--- src/rtl/mem_arbiter.sv ---
// Memory-side arbiter: puts MEM-stage data requests and instruction fetches onto one
// single-ported RAM. Data requests win. Produces the ihit/dhit strobes and a sticky err flag.
module mem_arbiter #(
  parameter int ADDR_W  = 32,
  parameter int WORD_W  = 32,
  parameter int TIMEOUT = 15
) (
  input  logic              CLK,
  input  logic              RST,
  input  logic              iREN,
  input  logic [ADDR_W-1:0] iaddr,
  input  logic              dREN,
  input  logic              dWEN,
  input  logic [ADDR_W-1:0] daddr,
  input  logic [WORD_W-1:0] dstore,
  output logic              ihit,
  output logic              dhit,
  output logic [WORD_W-1:0] imemload,
  output logic [WORD_W-1:0] dmemload,
  output logic              ram_REN,
  output logic              ram_WEN,
  output logic [ADDR_W-1:0] ram_addr,
  output logic [WORD_W-1:0] ram_store,
  input  logic [WORD_W-1:0] ram_load,
  input  logic              ram_ready,
  output logic              err
);

  localparam int CNT_W = $clog2(TIMEOUT + 1);

  typedef enum logic [1:0] {IDLE, DACC, IACC} state_t;

  state_t            state, state_nxt;
  logic [CNT_W-1:0]  cnt, cnt_nxt, cnt_inc;
  logic              ren_nxt, wen_nxt, err_nxt;
  logic [ADDR_W-1:0] addr_nxt;
  logic [WORD_W-1:0] store_nxt;

  assign cnt_inc = cnt + 1'b1;

  always_ff @(posedge CLK or posedge RST) begin
    if (RST) begin
      state     <= IDLE;
      cnt       <= '0;
      ram_REN   <= 1'b0;
      ram_WEN   <= 1'b0;
      ram_addr  <= '0;
      ram_store <= '0;
      err       <= 1'b0;
    end else begin
      state     <= state_nxt;
      cnt       <= cnt_nxt;
      ram_REN   <= ren_nxt;
      ram_WEN   <= wen_nxt;
      ram_addr  <= addr_nxt;
      ram_store <= store_nxt;
      err       <= err_nxt;
    end
  end

  always_comb begin
    state_nxt = state;
    cnt_nxt   = cnt;
    ren_nxt   = ram_REN;
    wen_nxt   = ram_WEN;
    addr_nxt  = ram_addr;
    store_nxt = ram_store;
    err_nxt   = err;
    case (state)
      IDLE: begin
        cnt_nxt = '0;
        // ram_addr doubles as the latched request address for the ihit match.
        if (dREN | dWEN) begin
          state_nxt = DACC;
          ren_nxt   = ~dWEN;
          wen_nxt   = dWEN;
          addr_nxt  = daddr;
          store_nxt = dstore;
          if (dREN & dWEN) err_nxt = 1'b1;
        end else if (iREN) begin
          state_nxt = IACC;
          ren_nxt   = 1'b1;
          wen_nxt   = 1'b0;
          addr_nxt  = iaddr;
        end
      end
      DACC, IACC: begin
        if (ram_ready) begin
          state_nxt = IDLE;
          ren_nxt   = 1'b0;
          wen_nxt   = 1'b0;
          cnt_nxt   = '0;
        end else if (cnt_inc == CNT_W'(TIMEOUT)) begin
          state_nxt = IDLE;
          ren_nxt   = 1'b0;
          wen_nxt   = 1'b0;
          cnt_nxt   = '0;
          err_nxt   = 1'b1;
        end else begin
          cnt_nxt = cnt_inc;
        end
      end
      default: begin
        state_nxt = IDLE;
        ren_nxt   = 1'b0;
        wen_nxt   = 1'b0;
        cnt_nxt   = '0;
      end
    endcase
  end

  // Hits require the requester to still want the same access when the RAM answers.
  assign dhit     = (state == DACC) & ram_ready & (dREN | dWEN);
  assign ihit     = (state == IACC) & ram_ready & iREN & (iaddr == ram_addr);
  assign dmemload = (state == DACC) ? ram_load : '0;
  assign imemload = (state == IACC) ? ram_load : '0;

endmodule

--- config.mk ---
export PLATFORM = sky130hd
export DESIGN_NAME = mem_arbiter
export DESIGN_NICKNAME = d
export VERILOG_FILES = /design/src/rtl/mem_arbiter.sv
export SDC_FILE = /design/constraint.sdc
export NUM_CORES = 1
export LEC_CHECK = 0
export CAP_MARGIN = 5
export CORE_MARGIN = 3
export CORE_UTILIZATION = 36
export DETAILED_ROUTE_END_ITERATION = 10
export PLACE_DENSITY = 0.79
export SLEW_MARGIN = 0
export SYNTH_ARGS = -nofsm -noshare
export SYNTH_HDL_FRONTEND = slang
export SYNTH_SLANG_ARGS = --single-unit
export TNS_END_PERCENT = 100
--- constraint.sdc ---
create_clock -name CLK -period 3 [get_ports CLK]
set_input_delay 0.6 -clock CLK [delete_from_list [all_inputs] [get_ports CLK]]
set_output_delay 0.6 -clock CLK [all_outputs]
set_load 0.1 [all_outputs]
Word level (Yosys, flattened, before mapping) --
Cells that the tools add are included.
Word-level totals: input bits 134, output and inout port bits 133, register bits 73, word-level logic and storage cells 59
Cells by class: muxes and demuxes 25, bitwise logic cells 8, equal/unequal tests 10, reduce and logical (&&, ||, !) cells 8, add/sub/neg operators 1
Operator list (number):
- 32-bit two-way mux | 4
- 32-bit == test | 1
- 4-bit two-way mux | 3
- 1-bit two-way mux | 10
- 2-bit two-way mux | 4
- 2-bit inequality test (second input constant) | 4
- 1-bit bitwise AND | 6
- 3-bit inequality test (second input constant) | 2
- 1-bit one-hot mux with 2 select lines | 3
- 2-bit AND reduction | 3
- 5-bit AND reduction | 1
- 4-bit by 1-bit adder with 4-bit output (second input constant) | 1
- 4-bit == test (second input constant) | 1
- 2-bit one-hot mux with 2 select lines | 1
- 2-bit nonzero test | 2
- 2-bit by 1-bit == test with 1-bit output (second input constant) | 1
- 2-bit == test (second input constant) | 1
- 2-bit logical NOT | 1
- 2-bit OR reduction | 1
- 1-bit inverter | 1
- 1-bit bitwise OR | 1

Logic depth before layout (Yosys ltp) --
depth in word-level cells 5, gate-level depth with buffers 7, mapped depth without buffers 6

Worst setup path before layout --
No wires, ideal clock.
path kind register to output, start reg ram_addr[21], end out ihit, stages on the path, launching flop included 5, path buffers 0, setup slack -1.369 ns, arrival time 3.769 ns, data required time 2.400 ns, cells stage by stage dfrtp_1 -> xnor2_1 -> nand4_1 -> or4_1 -> nor3_1
Between the ends: cells in the longest elaborated chain, start to end 2
RTL lines:
- start: declaration | line 22 | output logic [ADDR_W-1:0] ram_addr,
- start signal: assignment | line 55 | ram_addr <= addr_nxt;
- 32-bit == test | line 114 | assign ihit = (state == IACC) & ram_ready & iREN & (iaddr == ram_addr);
- 1-bit bitwise AND | line 114
- end: declaration | line 16 | output logic ihit,
Every way passes these cells.

Worst setup path in the final report --
start in iaddr[3], end out ihit
Between the ends: cells in the longest elaborated chain, start to end 2
RTL lines:
- start: declaration | line 11 | input logic [ADDR_W-1:0] iaddr,
- 32-bit == test | line 114
- 1-bit bitwise AND | line 114
Every way passes these cells.

==> out/metrics.cfg <==
[clocking]
root_buffer=clkbuf_8
clock_latency_ns=0.35
cts_made_buffers=9
cts_tree=yes
max-clock-path-buffers=2
htreeDepth=3
cts.sinks=73
post-cts-setup-buffer-count=0
holdBufCountCts=0
cts.clk_slew.worst_paths_ns=0.08

[place]
place_area_um2=7340
numPortBuffers=266
gp_congestion=0.844
dp_slack_ns=-0.105
hpwlAfterDp_mm=11.7

[timing]
hold-worst-slack_ns=0.492
fin_setup_tns_ns=0
fin_skew_ns=0.0122
rsz0062_at_grt=false
setup_viol=0
post-route-period-util_pct=98.5
post-route-min-period_ns=2.96
max_slew_margin_pct=66.6
timing.fmax_mhz=338
final_max_slew_viol_count=0
worstMarginPinSlew_ns=0.501
finalHoldViolations=0
fin_ws_ns=0.0442

[synth]
yosys.cell_types.count=41
yosysTopAreaCell=dfrtp_1
synthTopCellsByArea=dfrtp_1 (46%), and2_1 (10%), mux2_2 (9.0%), mux2i_1 (8.0%), o21ai_0 (4.4%)
synth_area_um2=3980
post-synth-top-area-fraction_pct=45.9
synth-seq-cells=73
yosys_warnings=0
syn-num-nets=516
synth-seq-area-share_pct=45.9
syn_area_per_cell_um2=10.6
syn_inst=377

[cells_and_area]
final_cell_mix=clkdlybuf4s50_1 (126), buf_4 (73), buf_12 (69)
design_area_um2=7650
area_delta_synth_final_pct=92.0
drive_above_1_share_pct=33.1
multi_input_area_um2=2070
fillers=784
final_common_cell=clkdlybuf4s50_1
final-seq-area_um2=1840
nets=781

[global_routing]
grt_max_degree=65
grtUsageTotal_pct=22.5
antenna_found_initial=2
grt_pass1_vias=4081
grt_remaining_overflow=0
grt_pass1_wl_mm=21.9
top_usage_layer=met2
use_met3_pct=6.44
use_met2_pct=43.0
met1_usage_pct=23.2

[drt]
wl_mm=14.2
drt_first_pass_iters=4
antenna_left=0
drt_iter0_drc=153
drc=0
post_drt_wl_per_cell_um=18.1
vias_per_cell=4.87
num_vias=3817

[floorplanning]
core_um2=10600
num_rows=37
start_util_pct=37.7
die-area_um2=12400
die_w_um=111
die_h_um=111
ios=267

[setup_path]
required_ns=2.40
end_kind=output pin
crit_arrival_ns=2.36
worstSetupPathType=in2out
cp_max_fo=2
cp-start-kind=input pin

[flow_run]
drv_cap=0

[min_path]
hp-class=reg2reg

[run_status]
status=finished, final reports clean

==> final cells by class <==
type	count	share of cell area [%]
multi-input cells	276	27.0
repair buffers	275	42.9
clock buffers	12	2.16
inverters	7	0.344
diodes	1	0.0327
flip-flops and latches	73	24.1
clock inverters	4	1.28
well taps	136	2.22
==> registers in the layout, indices dropped and copies added (netlist names) <==
name,flops
ram_REN,1
ram_WEN,1
cnt,4
err,1
state,2
ram_store,32
ram_addr,32
==> synthesized netlist by cell type, drive strengths merged <==
cell     count
or2          2
nor4         4
clkbuf       9
nand3        2
or4          1
mux2i       32
o21ai       36
nor2         4
nand4b       1
and3         1
a21boi       1
inv          7
and2        64
dfrtp       73
ha           5
nand2b       1
nand2       36
a311o        1
and2b        1
and3b        1
o32ai        1
o21ba        1
o22ai        2
xor2        17
nor2b        1
o211a        1
nor3         1
a22oi        2
a2bb2oi      1
a41oi        1
xnor2       16
nand4        5
mux2        32
a32o         2
buf         12
==> kinds of logic (layout without fill, tap and decap cells) <==
kind of cell,after synthesis,count (layout),synth area share [%]
adder cells (fa/ha/maj),5,5,1.57
AND/OR/NAND/NOR,125,125,17.2
AO/OA/AOI/OAI,49,49,7.60
other,0,1,0
flip-flops,73,73,45.9
buffers and inverters,28,298,3.39
multiplexers,64,64,17.1
XOR/XNOR,33,33,7.25
==> worst max-delay path: stages <==
cell,delay [ns]
clkdlybuf4s50_1,0.50
xnor2_1,0.14
nand4_1,0.13
or4_4,0.51
nor3_4,0.26
buf_12,0.21
==> timing repair <==
action                     CTS  global route
setup endpoints to repair    1             1
resized for setup            3             8
pin swaps                    1             9
==> path summary, 6_finish.rpt <==
kind,end,start,slack [ns],cells past startpoint
max in group asynchronous,ram_addr[27],RST,1.93,3
worst min register to register,err,err,0.49,2
worst max-delay path,ihit,iaddr[3],0.04,6
worst min-delay path,err,err,0.49,2
min in group asynchronous,ram_store[28],RST,0.67,3
worst max register to register,state[0],cnt[0],0.99,5
==> through the flow <==
step | std cells | util (%)
global placement | 767 | 69.5
global route | 784 | 72.5
floorplan | 377 | -
CTS | 783 | 72.2
detailed placement | 767 | 69.5
finish | 784 | 72.5
==> metal layers <==
layer,wire [um],part of all wire (%),vias to the layer above
li1,-,-,1820
met1,5010,35,1783
met2,7720,54,185
met3,1070,7.5,27
met4,373,2.6,2
met5,13,0.092,-
Power is left out: the tool's default activity adds up to more than one toggle a clock period on the data nets, which glitch-free logic cannot reach.
